`config.mk`:
```
export PLATFORM = sky130hd
export DESIGN_NAME = seq_mac_alu
export DESIGN_NICKNAME = d
export VERILOG_FILES = /design/src/rtl/seq_mac_alu.sv
export SDC_FILE = /design/constraint.sdc
export NUM_CORES = 1
export LEC_CHECK = 0
export ABC_AREA = 1
export CELL_PAD_IN_SITES_DETAIL_PLACEMENT = 2
export CELL_PAD_IN_SITES_GLOBAL_PLACEMENT = 2
export CORE_UTILIZATION = 34
export CTS_CLUSTER_DIAMETER = 200
export DETAILED_ROUTE_END_ITERATION = 10
export GPL_TIMING_DRIVEN = 0
export PLACE_DENSITY = 0.88
export SLEW_MARGIN = 20
export SYNTH_ARGS = -nofsm -noshare
export SYNTH_HDL_FRONTEND = slang
export SYNTH_SLANG_ARGS = --single-unit
```
`constraint.sdc`:
```
create_clock -name clk_i -period 4.34 [get_ports clk_i]
set_clock_uncertainty 0.05 [all_clocks]
set_input_delay 0.868 -clock clk_i [delete_from_list [all_inputs] [get_ports clk_i]]
set_output_delay 0.868 -clock clk_i [all_outputs]
set_load 0.01 [all_outputs]
```
`src/rtl/seq_mac_alu.sv`:
```
// Sequential multiply-accumulate ALU: OUT = A + B*C, or OUT_prev + A + B*C when ACC is set.
// C is consumed one bit per cycle by a shift-add multiplier; valid/ready on both sides.
module seq_mac_alu #(
   parameter int W = 4
) (
   input  logic             clk_i,
   input  logic             rst_i,
   input  logic             in_valid_i,
   output logic             in_ready_o,
   input  logic [W-1:0]     a_i,
   input  logic [W-1:0]     b_i,
   input  logic [W-1:0]     c_i,
   input  logic             c_sgn_i,
   input  logic             acc_i,
   output logic             out_valid_o,
   input  logic             out_ready_i,
   output logic [2*W-1:0]   out_o,
   output logic             ovf_o
);

   // Two guard bits above the result width catch any accumulate wrap.
   localparam int SW = 2*W + 2;
   localparam int CW = (W > 2) ? $clog2(W) : 1;
   localparam logic [CW-1:0] LAST = CW'(W-1);

   localparam logic [1:0] IDLE = 2'd0;
   localparam logic [1:0] MUL  = 2'd1;
   localparam logic [1:0] HOLD = 2'd2;

   logic [1:0]    state_q,    state_d;
   logic [SW-1:0] sum_q,      sum_d;
   logic [SW-1:0] mulB_q,     mulB_d;
   logic [W-1:0]  mulC_q,     mulC_d;
   logic          cSgn_q,     cSgn_d;
   logic [CW-1:0] bitCnt_q,   bitCnt_d;
   logic [2*W-1:0] out_q,     out_d;
   logic          ovf_q,      ovf_d;
   logic          outValid_q, outValid_d;

   logic [SW-1:0] partial;
   logic [SW-1:0] sumStep;
   logic [2:0]    topBits;

   assign in_ready_o  = (state_q == IDLE) & ~rst_i;
   assign out_valid_o = outValid_q;
   assign out_o       = out_q;
   assign ovf_o       = ovf_q;

   always_comb begin
      state_d    = state_q;
      sum_d      = sum_q;
      mulB_d     = mulB_q;
      mulC_d     = mulC_q;
      cSgn_d     = cSgn_q;
      bitCnt_d   = bitCnt_q;
      out_d      = out_q;
      ovf_d      = ovf_q;
      outValid_d = outValid_q;

      // mulB_q already holds sext(B)<<k; the signed MSB of C carries negative weight.
      partial = mulB_q;
      if (cSgn_q && (bitCnt_q == LAST)) begin
         partial = -mulB_q;
      end
      sumStep = mulC_q[0] ? (sum_q + partial) : sum_q;
      topBits = sumStep[2*W+1:2*W-1];

      case (state_q)
         IDLE: begin
            if (in_valid_i) begin
               mulB_d   = {{(SW-W){b_i[W-1]}}, b_i};
               mulC_d   = c_i;
               cSgn_d   = c_sgn_i;
               bitCnt_d = '0;
               if (acc_i) begin
                  sum_d = {{2{out_q[2*W-1]}}, out_q} + {{(SW-W){a_i[W-1]}}, a_i};
               end else begin
                  sum_d = {{(SW-W){a_i[W-1]}}, a_i};
               end
               state_d = MUL;
            end
         end
         MUL: begin
            sum_d    = sumStep;
            mulB_d   = mulB_q << 1;
            mulC_d   = mulC_q >> 1;
            bitCnt_d = bitCnt_q + CW'(1);
            if (bitCnt_q == LAST) begin
               out_d      = sumStep[2*W-1:0];
               ovf_d      = ~((topBits == 3'b000) || (topBits == 3'b111));
               outValid_d = 1'b1;
               bitCnt_d   = '0;
               state_d    = HOLD;
            end
         end
         HOLD: begin
            if (out_ready_i) begin
               outValid_d = 1'b0;
               state_d    = IDLE;
            end
         end
         default: begin
            state_d = IDLE;
         end
      endcase
   end

   // Reset wins over everything, discarding any operation still in the multiplier.
   always_ff @(posedge clk_i) begin
      if (rst_i) begin
         state_q    <= IDLE;
         sum_q      <= '0;
         mulB_q     <= '0;
         mulC_q     <= '0;
         cSgn_q     <= 1'b0;
         bitCnt_q   <= '0;
         out_q      <= '0;
         ovf_q      <= 1'b0;
         outValid_q <= 1'b0;
      end else begin
         state_q    <= state_d;
         sum_q      <= sum_d;
         mulB_q     <= mulB_d;
         mulC_q     <= mulC_d;
         cSgn_q     <= cSgn_d;
         bitCnt_q   <= bitCnt_d;
         out_q      <= out_d;
         ovf_q      <= ovf_d;
         outValid_q <= outValid_d;
      end
   end

endmodule
```
== Word level (Yosys, flattened, before mapping) ==
Cells that the tools add are included.
Cells by class
  $add $sub $neg: 4
  equality and inequality tests: 7
  muxes and demuxes: 19
  bitwise logic cells: 3
  reduce and logical (&&, ||, !) cells: 11
Operator list (number)
  two-way mux 10 bit: 5
  case mux 10 bit (2 select lines): 2
  adder 10 bit: 1
  two-way mux 2 bit: 5
  negation 10 bit: 1
  adder 8 x 4 -> 9 bit: 1
  case mux 4 bit (2 select lines): 1
  inequality test 2 bit, second input constant: 3
  case mux 2 bit (3 select lines): 1
  AND reduction 2 bit: 3
  AND reduction 3 bit: 2
  equality test 2 bit, second input constant: 2
  two-way mux 4 bit: 1
  case mux 2 bit (2 select lines): 1
  nonzero test 2 bit: 2
  equality test 3 bit, second input constant: 1
  logical NOT 3 bit: 1
  adder 2 x 1 -> 2 bit, second input constant: 1
  equality test 2 x 1 -> 1 bit, second input constant: 1
  logical NOT 2 bit: 1
  two-way mux 1 bit: 2
  NOT 1 bit: 2
  case mux 1 bit (2 select lines): 1
  bitwise AND 1 bit: 1
  2 further kinds: 2
Storage, ports and cells
  bits in registers: 39
  bits of input ports: 18
  output and inout bits: 11
  logic and storage cells: 53

== Longest topological paths before layout ==
  depth in word-level cells: 8
  gate-level depth with buffers: 22
  depth with buffers taken out: 22

== Worst setup path before layout ==
Ideal clock, no wire load.
  kind: register to register
  from: register mulB_q[0]
  to: register sum_q[9]
  library setup time: 0.128 ns
  arrival time: 2.469 ns
  data required time: 4.162 ns
  path slack: 1.693 ns
  stages on the path, launching flop included: 23
  path buffers: 0
  period minus slack after synthesis: 2.647 ns
  cells stage by stage: dfxtp_1 > inv_1 > ha_1 > inv_1 > nor3_1 > nand2_1 > o21ai_0 > o21ai_0 > xor2_1 > ha_1 > nand2_1 > nor2_2 > nand3_1 > nand3_2 > inv_1 > nand2_1 > nand3_1 > nand2_1 > nand2_1 > nand2_1 > o21ai_1 > nor2_1 > nor2_1
On the way
  cells in the longest elaborated chain, start to end: 5
RTL lines
  start: declaration: RTL line 32  | logic [SW-1:0] mulB_q, mulB_d;
  start signal: assignment: RTL line 123  | mulB_q <= mulB_d;
  negation 10 bit: RTL line 63  | partial = -mulB_q;
  two-way mux 10 bit *: RTL line 62  | if (cSgn_q && (bitCnt_q == LAST)) begin
  adder 10 bit *: RTL line 65  | sumStep = mulC_q[0] ? (sum_q + partial) : sum_q;
  two-way mux 10 bit *: RTL line 65
  case mux 10 bit (2 select lines) *: RTL line 68  | case (state_q)
  end signal: assignment: RTL line 122  | sum_q <= sum_d;
  end: declaration: RTL line 31  | logic [SW-1:0] sum_q, sum_d;
Every way passes the cells marked *; elsewhere a longest branch is shown, timed or not.
A chain may end at the register's enable or synchronous reset.

== Worst setup path after layout ==
Same ends and word-level chain as after synthesis.

==> flow_summary.yaml <==
detailed_routing:
  drc_errors: 0
  ant_nets: 0
  wire_per_inst_um: 17.59
  viasPerCell: 5.265
  first_pass_iters: 4
  first_iter_violations: 68
  wirelength_um: 9482
  via_count: 2838
timing:
  period_minus_slack_ns: 3.380
  setup_viol: 0
  finalSetupTns_ns: 0
  final-max-slew-violation-count: 0
  finalCritPeriodShare: 0.7788
  hold_viol: 0
  tightest_slew_ns: 0.5957
  rsz0062_at_grt: "false"
  max_clock_freq_ghz: 0.2959
  max_slew_margin: 0.6029
layout:
  fill_cells: 977
  final_cell_area_mm2: 0.003234
  drive_gt1_frac: 0.08238
  area_growth_pct: 17.23
  final_common_cell: "nand2_1"
  nNetsFinal: 476
  layout_common_cells: "117 x nand2_1, 43 x inv_1, 39 x dfxtp_1"
  post-route-util: 0.4143
  diodes: 0
synthesis:
  yosysSeqAreaShare: 0.2830
  async_reset_ff_frac: 0
  ys_ff_latch: 39
  synth_nets: 443
  avgSynthCellArea_um2: 6.829
  synth_top_flop_cell: "dfxtp_1"
  syn_area_mm2: 0.002759
  yosysWarnings: 0
  postSynthCellCount: 404
  synth.distinct_cells: 38
  synth-edff-count: 0
grt:
  grt_pass1_vias: 3099
  grt_max_degree: 12
  grt_pass1_wl_um: 15780
  grt_usage: 0.2388
  antenna_found_initial: 0
  grt_overflow: 0
worst_setup_path:
  worstSetupEndpointType: "flip-flop"
  worstSetupStartpointType: "flip-flop"
  crit_fanout: 4
  path_class: "reg -> reg"
  cp.arrival_ns: 3.49
  required_ns: 4.45
power_and_ir_drop:
  ir_drop_v: 0.0002075
  sequentialPowerShare: 0.451
  power.switching_w: 0.0003055
  intPower_w: 0.0005885
  p_per_area_mw_per_mm2: 276.4
  comb_power_share: 0.255
  clkPwrFrac: 0.294
  p_leak_nw: 1.497
  netSwitchingFraction: 0.3418
floorplan:
  initial_core_util: 0.3534
  core.rowCount: 32
  ios: 29
  die-area_mm2: 0.008479
  die_y_um: 92.08
  die_w_um: 92.08
  core_mm2: 0.007807
place:
  dp_hpwl_um: 7573
  placed_area_mm2: 0.003147
  portBuffers: 26
  gp_congestion: 0.7874
clock_network:
  clk_pin_slew_ns: 0.08
  hold_buffers: 0
  cts_buffer_depth: 2
  clk_latency_ns: 0.30
  cts_tree: "built"
  clock_sinks: 39
  clockRootBuffer: "clkbuf_8"
  numCtsBuffers: 5
  cts_setup_buffers: 0
  htree_num_levels: 2
  cts-resized-gates: 0
job:
  drv_cap: 0
outcome:
  status: "complete, no violations"
worst_hold_path:
  holdCritPathClass: "reg -> reg"
## final cells by class
| class | count | area, µm² | share of cell area |
|---|---|---|---|
| clock inverters | 1 | 5.005 | 0.001547 |
| plain buffers | 11 | 53.80 | 0.01663 |
| repair buffers | 26 | 260.3 | 0.08046 |
| well taps | 102 | 127.6 | 0.03946 |
| clock buffers | 6 | 82.58 | 0.02553 |
| inverters | 51 | 196.4 | 0.06073 |
| multi-input cells | 303 | 1728 | 0.5342 |
| flip-flops and latches | 39 | 780.7 | 0.2414 |
## path summary, 6_finish.rpt
check,from,end,slack [ns],cells past startpoint
setup / recovery,mulB_q[0],sum_q[9],0.96,22
setup reg to reg,mulB_q[0],sum_q[9],0.96,22
hold reg to reg,mulC_q[3],mulC_q[3],0.42,2
hold / removal,mulC_q[3],mulC_q[3],0.42,2
## state kept, by name (all words and copies together) (netlist names)
name         flops
state_q          2
out_valid_o      1
cSgn_q           1
mulC_q           4
sum_q           10
bitCnt_q         2
out_o            8
ovf_o            1
mulB_q          10
## logic make-up (layout without fill, tap and decap cells)
group / after synthesis / count (layout) / synth area share
simple gates: 178 / 178 / 0.2862
buf+inv: 62 / 95 / 0.09070
fa+ha+maj: 21 / 21 / 0.1007
compound gates: 91 / 91 / 0.1982
xor+xnor: 13 / 13 / 0.04127
flops: 39 / 39 / 0.2830
## per-layer routing
metal | up-vias | routed length [µm] | GRT usage
met3 | 11 | 163 | 0.03648
met2 | 35 | 4930 | 0.4428
met1 | 1401 | 4230 | 0.2854
met5 | - | 0 | 0
met4 | 0 | 158 | 0.05729
li1 | 1391 | - | -
## power by group through the flow
stage | clock network (W) | logic (W) | registers, W
floorplan | 0 | 0.000154 | 0.000402
global placement | 0 | 0.000211 | 0.000409
detailed placement | 0 | 0.000225 | 0.000412
CTS | 0.000269 | 0.000230 | 0.000404
global route | 0.000286 | 0.000253 | 0.000406
finish | 0.000263 | 0.000228 | 0.000404
## synth_stat cells, types with 9 or more instances
cell type / n / area [µm²]
dfxtp_1: 39 / 780.8
inv_1: 43 / 161.4
xor2_1: 9 / 78.83
ha_1: 19 / 237.7
nand3_1: 16 / 80.08
nand2_1: 117 / 439.2
a21oi_1: 26 / 130.1
nor2_1: 20 / 75.07
a31oi_1: 16 / 100.1
o21ai_0: 18 / 90.09
## worst max-delay path: stages, from the launching register on
cell     delay [ns]
dfxtp_1        0.35
inv_1          0.13
ha_1           0.20
inv_1          0.06
nor3_1         0.26
nand2_1        0.08
o21ai_0        0.31
o21ai_0        0.18
xor2_1         0.18
ha_1           0.33
nand2_1        0.09
nor2_2         0.13
nand3_1        0.09
nand3_2        0.09
inv_1          0.04
nand2_1        0.09
nand3_1        0.09
nand2_1        0.09
nand2_1        0.08
nand2_1        0.09
o21ai_1        0.09
nor2_1         0.10
nor2_1         0.05
## stage by stage
stage / hold WS, ns / cells / worst slack [ns] / total power [W]
2_1_floorplan: 0.3854 / 404 / 1.693 / 0.0005558
3_3_place_gp: 0.3992 / 532 / 1.214 / 0.0006202
3_5_place_dp: 0.4100 / 532 / 1.060 / 0.0006371
4_1_cts: 0.4225 / 539 / 0.9434 / 0.0009021
5_1_grt: 0.4495 / 539 / 0.5692 / 0.0009455
6_report: 0.4188 / 539 / 0.9602 / 0.0008940
Note: power is estimated with default switching activity, not from simulation.
